===== config.mk =====
export PLATFORM = sky130hd
export DESIGN_NAME = pb_level_conditioner
export DESIGN_NICKNAME = d
export VERILOG_FILES = /design/src/rtl/pb_level_conditioner.sv
export SDC_FILE = /design/constraint.sdc
export NUM_CORES = 1
export LEC_CHECK = 0
export ABC_CLOCK_PERIOD_IN_PS = 2600
export BUFFER_PORTS_ARGS = -buffer_cell sky130_fd_sc_hd__buf_2
export CAP_MARGIN = 40
export CORE_UTILIZATION = 50
export CTS_BUF_LIST = sky130_fd_sc_hd__clkbuf_4
export DETAILED_ROUTE_END_ITERATION = 8
export GPL_TIMING_DRIVEN = 0
export PLACE_DENSITY = 0.67
export RECOVER_POWER = 25
export SKIP_LAST_GASP = 1
export SLEW_MARGIN = 20
export SYNTH_ARGS = -nofsm -noshare
export SYNTH_HDL_FRONTEND = slang
export SYNTH_SLANG_ARGS = --single-unit
export TNS_END_PERCENT = 30

===== constraint.sdc =====
create_clock -name CLK100MHZ -period 2.6 [get_ports CLK100MHZ]
set_clock_uncertainty 0.15 [all_clocks]
set_input_delay 0.13 -clock CLK100MHZ [delete_from_list [all_inputs] [get_ports CLK100MHZ]]
set_output_delay 0.13 -clock CLK100MHZ [all_outputs]
set_load 0.05 [all_outputs]

===== src/rtl/pb_level_conditioner.sv =====
// Push-button conditioner: 2-FF synchroniser, debounce FSM, clean level and edge pulses.
// Optional auto-repeat pulse while held is built only when PB_AUTOREPEAT_EN is defined.
//
//   state  | meaning
//   IDLE   | level low, pin low
//   ARM_HI | pin went high, qualifying a rise
//   HELD   | level high, pin high
//   ARM_LO | pin went low, qualifying a fall
module pb_level_conditioner #(
  parameter int DEBOUNCE_CYCLES = 1_000_000,
  parameter int CNT_W           = $clog2(DEBOUNCE_CYCLES + 1),
  parameter int REPEAT_DELAY    = 50_000_000,
  parameter int REPEAT_PERIOD   = 10_000_000
) (
  input  logic CLK100MHZ,
  input  logic reset_n,
  input  logic pb_raw,
  output logic lv_out,
  output logic rise_pulse,
  output logic fall_pulse,
  output logic rep_pulse
);

  typedef enum logic [1:0] {
    IDLE   = 2'd0,
    ARM_HI = 2'd1,
    HELD   = 2'd2,
    ARM_LO = 2'd3
  } state_t;

  localparam logic [CNT_W-1:0] CNT_LAST = CNT_W'(DEBOUNCE_CYCLES - 1);

  state_t           state_q, state_d;
  logic [CNT_W-1:0] cnt_q, cnt_d;
  logic             s1_q, s2_q;
  logic             lv_q, lv_d;
  logic             rise_q, rise_d;
  logic             fall_q, fall_d;
  logic             cnt_done;

  assign cnt_done = (cnt_q == CNT_LAST);

  always_ff @(posedge CLK100MHZ or negedge reset_n) begin
    if (!reset_n) begin
      s1_q    <= 1'b0;
      s2_q    <= 1'b0;
      state_q <= IDLE;
      cnt_q   <= '0;
      lv_q    <= 1'b0;
      rise_q  <= 1'b0;
      fall_q  <= 1'b0;
    end else begin
      s1_q    <= pb_raw;
      s2_q    <= s1_q;
      state_q <= state_d;
      cnt_q   <= cnt_d;
      lv_q    <= lv_d;
      rise_q  <= rise_d;
      fall_q  <= fall_d;
    end
  end

  // Any disagreement with the armed direction aborts back to the stable state.
  always_comb begin
    state_d = state_q;
    cnt_d   = cnt_q;
    case (state_q)
      IDLE: begin
        if (s2_q) begin
          state_d = ARM_HI;
          cnt_d   = '0;
        end
      end
      ARM_HI: begin
        if (!s2_q) begin
          state_d = IDLE;
          cnt_d   = '0;
        end else if (cnt_done) begin
          state_d = HELD;
          cnt_d   = '0;
        end else begin
          cnt_d = cnt_q + CNT_W'(1);
        end
      end
      HELD: begin
        if (!s2_q) begin
          state_d = ARM_LO;
          cnt_d   = '0;
        end
      end
      ARM_LO: begin
        if (s2_q) begin
          state_d = HELD;
          cnt_d   = '0;
        end else if (cnt_done) begin
          state_d = IDLE;
          cnt_d   = '0;
        end else begin
          cnt_d = cnt_q + CNT_W'(1);
        end
      end
      default: begin
        state_d = IDLE;
        cnt_d   = '0;
      end
    endcase
  end

  always_comb begin
    lv_d   = (state_d == HELD) || (state_d == ARM_LO);
    rise_d = (state_q == ARM_HI) && (state_d == HELD);
    fall_d = (state_q == ARM_LO) && (state_d == IDLE);
  end

  assign lv_out     = lv_q;
  assign rise_pulse = rise_q;
  assign fall_pulse = fall_q;

`ifdef PB_AUTOREPEAT_EN
  // Repeat counter is sized for the longer repeat interval, independent of CNT_W.
  localparam int REP_MAX = (REPEAT_DELAY > REPEAT_PERIOD) ? REPEAT_DELAY : REPEAT_PERIOD;
  localparam int RCNT_W  = $clog2(REP_MAX);
  localparam logic [RCNT_W-1:0] DELAY_LAST  = RCNT_W'(REPEAT_DELAY - 1);
  localparam logic [RCNT_W-1:0] PERIOD_LAST = RCNT_W'(REPEAT_PERIOD - 1);

  logic [RCNT_W-1:0] rcnt_q, rcnt_d;
  logic              rep_first_q, rep_first_d;
  logic              rep_q, rep_d;

  always_ff @(posedge CLK100MHZ or negedge reset_n) begin
    if (!reset_n) begin
      rcnt_q      <= '0;
      rep_first_q <= 1'b0;
      rep_q       <= 1'b0;
    end else begin
      rcnt_q      <= rcnt_d;
      rep_first_q <= rep_first_d;
      rep_q       <= rep_d;
    end
  end

  // Counts only while HELD persists, so the entry edge and ARM_LO bounces leave it frozen.
  always_comb begin
    rcnt_d      = rcnt_q;
    rep_first_d = rep_first_q;
    rep_d       = 1'b0;
    if ((state_q == HELD) && (state_d == HELD)) begin
      if (rcnt_q == (rep_first_q ? PERIOD_LAST : DELAY_LAST)) begin
        rep_d       = 1'b1;
        rcnt_d      = '0;
        rep_first_d = 1'b1;
      end else begin
        rcnt_d = rcnt_q + RCNT_W'(1);
      end
    end else if ((state_q == ARM_LO) && (state_d == IDLE)) begin
      rcnt_d      = '0;
      rep_first_d = 1'b0;
    end
  end

  assign rep_pulse = rep_q;
`else
  assign rep_pulse = 1'b0;
`endif

endmodule


Yosys cells after proc, flatten, opt, wreduce, memory -nomap -nowiden
Index checks and enable logic that the tools add are counted.
Storage, ports and cells
  output and inout bits: 4
  input bits: 3
  register bits after elaboration: 27
  logic and storage cells: 35
Operators by class
  mux-type cells: 13
  reduce and logical (&&, ||, !) cells: 6
  add/subtract/negate cells: 1
  eq/ne operators: 8
Operators with widths (number)
  two-way mux 20 bit: 5
  case mux 20 bit (4 select lines): 1
  adder 20 x 1 -> 20 bit (second input constant): 1
  == test 20 bit (second input constant): 1
  two-way mux 2 bit: 6
  == test 2 bit (second input constant): 4
  case mux 2 bit (4 select lines): 1
  zero test 2 bit: 2
  != test 2 bit (second input constant): 2
  == test 2 x 1 -> 1 bit (second input constant): 1
  logical AND 1 bit: 2
  AND reduction 2 bit: 1
  logical OR 1 bit: 1

Depth between registers and ports, before layout
  word-level depth: 6
  gate-level depth with buffers: 8
  mapped depth without buffers: 6

Least setup slack after synthesis
No wires, ideal clock.
  kind: flip-flop to flip-flop
  start point: register cnt_q[0]
  end point: register cnt_q[4]
  buffers on the path: 2
  cell stages (with the launch flop): 8
  clock period less this slack: 1.914 ns
  data arrival time: 1.643 ns
  required time: 2.329 ns
  path slack: 0.686 ns
  setup time: 0.121 ns
  cells stage by stage: dfrtp_1 ha_1 and4_1 nand3_1 o31a_2 buf_6 buf_6 a22o_1
On the way
  longest elaborated chain between the ends: 4
  elaborated cells between the ends (all ways): 6
  those cells by class: add/sub (1); eq/ne (1); mux (4)
Ends and longest elaborated chain
  from (decl): RTL line 34  | logic [CNT_W-1:0] cnt_q, cnt_d;
  from (signal assigned): RTL line 56  | cnt_q <= cnt_d;
  adder 20 x 1 -> 20 bit / == test 20 bit (equally long branches): RTL line 82, 99, 41
  two-way mux 20 bit *: RTL line 78, 95
  two-way mux 20 bit, on equally long branches: RTL line 92, 75
  case mux 20 bit (4 select lines) *: RTL line 67  | case (state_q)
Mark *: on every way between the ends. The rest lies on a longest branch, timed or not.
A chain may end at the register's enable or synchronous reset.

Worst setup path after layout
  start point: register cnt_q[0]
  end point: register cnt_q[14]
The elaborated chain is that of the path after synthesis.

==> out/summary.txt <==
status = completed
CP Data Required Time = 2680 ps
Int Power = 0.0005095 W
Clk pin slew, worst setup/hold paths = 150 ps
DIE WIDTH = 55.58 um
final slew viol count = 0
Die H = 55.58 um
CTS tree = built
cells on worst reg2reg path = 7
MaxCap Viol Count = 0
diode count = 0
switching share of total power = 0.2565
routability cong. = 0.7898
Leak = 0.6980 nW
Post-Synthesis Cell Area = 1435 um2
Core Area = 2734 um2
crit share post-route = 0.8284
Synth Area in XOR/XNOR = 0.01221
Setup Crit Path Kind = reg2reg
count of state elements after synthesis = 27
Switching Power = 0.0001757 W
top_reg_cell synth = dfrtp_1
r2r startpoint = cnt_q[0]
most frequent cell after synthesis = dfrtp_1
CP Data Arrival Time = 2240 ps
Peak VDD IR = 0.0003468 V
final worst slack = 446.1 ps
Post-Syn Instances = 148
Vias/cell = 6.037
die area = 3089 um2
Num Clock Sinks = 27
first-pass GRT wire length = 4.830 mm
crit path capture = cnt_q[14]
initial antenna violation count = 0
Synth area leaders = dfrtp_1 (47%), nand2_1 (5.0%), and4_1 (3.7%)
mux share of post-synthesis cell area = 0.03749
Port Buffer Count = 5
Clock Tree Buf Depth = 2
CTS Root Buffer Type = clkbuf_4
top cell type's share of synthesized area = 0.4708
drt total wl = 2.912 mm
critical register-to-register path endpoint = cnt_q[14]
# IOs = 7
detailed placer's ending HPWL = 2.007 mm
simple-gate area share of the yosys netlist = 0.2450
Slew HR = 0.04317
total chip power = 0.0006853 W
RSZ-0062 raised after global routing = no
dpl ws = 485.4 ps
endpoint type of the worst setup path = flip-flop
vias in the first global route = 1126
post-synthesis adder-cell area fraction = 0.008718
Hold Path Class = reg2reg
routed wire length per instance = 15.33 um
combinational power share = 0.085
cts bufs inserted = 3
DRT antenna net count = 0
pwr dens = 443.5 nW/um2
synth warn = 0
FP Rows = 19
1st-iter DRT viols = 32
largest net degree at the start of global routing = 28
Hold Buf Count CTS = 2
gr ovfl total = 0
TritonRoute pass-1 iters = 4
Seq pwr share = 0.643
Initial Utilization = 0.5249
Clk network pwr share = 0.271
Synth area leader = dfrtp_1
cts repair resizes = 0
syn nets = 152
Tmin final = 2154 ps
Crit. Startpoint = cnt_q[0]
Peak Freq = 464.3 MHz
total number of vias = 1147
Post-synth EDFFs = 0
average cell area after synthesis = 9.697 um2
clock latency at the later pin of the worst-skew pair = 320 ps
Final setup viols = 0
Nets = 164
Area Growth Syn to Fin = 7.672%
Compound-Gate Fraction of Synth Area = 0.1674
asr flop ratio synth = 1.000
GRT Total Usage = 0.1984
setup bufs post-CTS = 0
synth unique cells = 40
Commonest cells post-synth = dfrtp_1 (27), nand2_1 (19), a21oi_1 (9)
Seq/Total Area, Yosys = 0.4708
Remaining DRCs = 0
final hold violations = 0
share of cells above drive strength 1 = 0.1384
FF-to-FF setup slack = 450 ps
main combinational cell family by area after synthesis = simple AND/OR/NAND/NOR gates
CP max FO = 10
H-tree Lvls = 1
setup TNS = 0 ps
actual slew at the worst max-slew pin = 1435 ps
Critical Path Start Type = flip-flop
-- worst max-delay path: stages, from the launching register on --
cell     delay, ps
dfrtp_1        420
ha_1           220
and4_1         270
nand3_1        130
o31a_2         360
buf_6          170
buf_6          140
a22o_1         190
-- through the flow --
step | instance area (um2) | utilization | cells | hold slack [ps]
after floorplan | 1435 | - | 148 | -315.6
after global placement | 1499 | 0.5483 | 184 | 15.08
after detailed placement | 1499 | 0.5483 | 184 | 24.76
after CTS | 1546 | 0.5657 | 190 | 180.6
after global routing | 1545 | 0.5652 | 190 | 254.7
final | 1545 | 0.5652 | 190 | 237.1
-- sequential cells by signal (all words and copies together) (netlist names) --
signal,flops
fall_pulse,1
state_q,2
lv_out,1
s1_q,1
cnt_q,20
rise_pulse,1
s2_q,1
-- layout by cell type (no fill, tap or decap), types with 2 or more instances in the layout --
cell / instances
dfrtp_1: 27
nand2_1: 19
a21oi_1: 9
nor2_1: 8
nand3_1: 8
a31oi_1: 8
and4_1: 6
and2_1: 5
buf_2: 5
a22o_1: 5
clkbuf_1: 4
nand4_1: 4
a21o_1: 4
o21ai_0: 4
buf_6: 3
mux2_2: 3
inv_1: 3
clkbuf_4: 3
buf_4: 2
and3_1: 2
nor3b_1: 2
or2_2: 2
mux2i_1: 2
dlygate4sd3_1: 2
-- cell type report --
| class | instances | area [um2] |
|---|---|---|
| fillers | 245 | 1189 |
| multi-input cells | 108 | 679.4 |
| flip-flops and latches | 27 | 675.6 |
| plain buffers | 10 | 68.82 |
| repair buffers | 7 | 43.79 |
| well taps | 31 | 38.79 |
| clock buffers | 3 | 22.52 |
| inverters | 3 | 11.26 |
| clock inverters | 1 | 5.005 |
-- power by group through the flow --
stage | clock network, W | registers [W] | logic (W)
finish | 0.000186 | 0.000441 | 0.0000584
global route | 0.000201 | 0.000443 | 0.0000650
CTS | 0.000192 | 0.000441 | 0.0000589
detailed placement | 0 | 0.000448 | 0.0000567
global placement | 0 | 0.000448 | 0.0000554
floorplan | 0 | 0.000446 | 0.0000380
-- worst min-delay path by stage --
stage / startpoint / endpoint / slack [ps] / depth (start not counted)
floorplan: reset_n / cnt_q[0] / -320 / 0
global placement: reset_n / cnt_q[7] / 20 / 1
detailed placement: reset_n / cnt_q[7] / 20 / 1
CTS: reset_n / cnt_q[7] / 180 / 2
global route: s1_q / s2_q / 250 / 0
finish: s1_q / s2_q / 240 / 0
-- cell families (layout without fill, tap and decap cells) --
group	Yosys count	count (layout)
XOR/XNOR	2	2
multiplexers	5	5
AND/OR/NAND/NOR	63	63
buffers and inverters	13	24
AO/OA/AOI/OAI	36	36
adder cells (fa/ha/maj)	1	1
other	1	1
flip-flops	27	27
-- routing by layer --
metal,global-route usage,up-vias,routed length (um),part of all wire
met5,0,-,0,0
met4,0.1000,0,27,0.0093
met3,0.02791,4,80,0.027
met2,0.3253,18,1382,0.47
met1,0.2573,565,1421,0.49
li1,-,560,-,-
No activity file was read; power rests on OpenSTA's default activity.
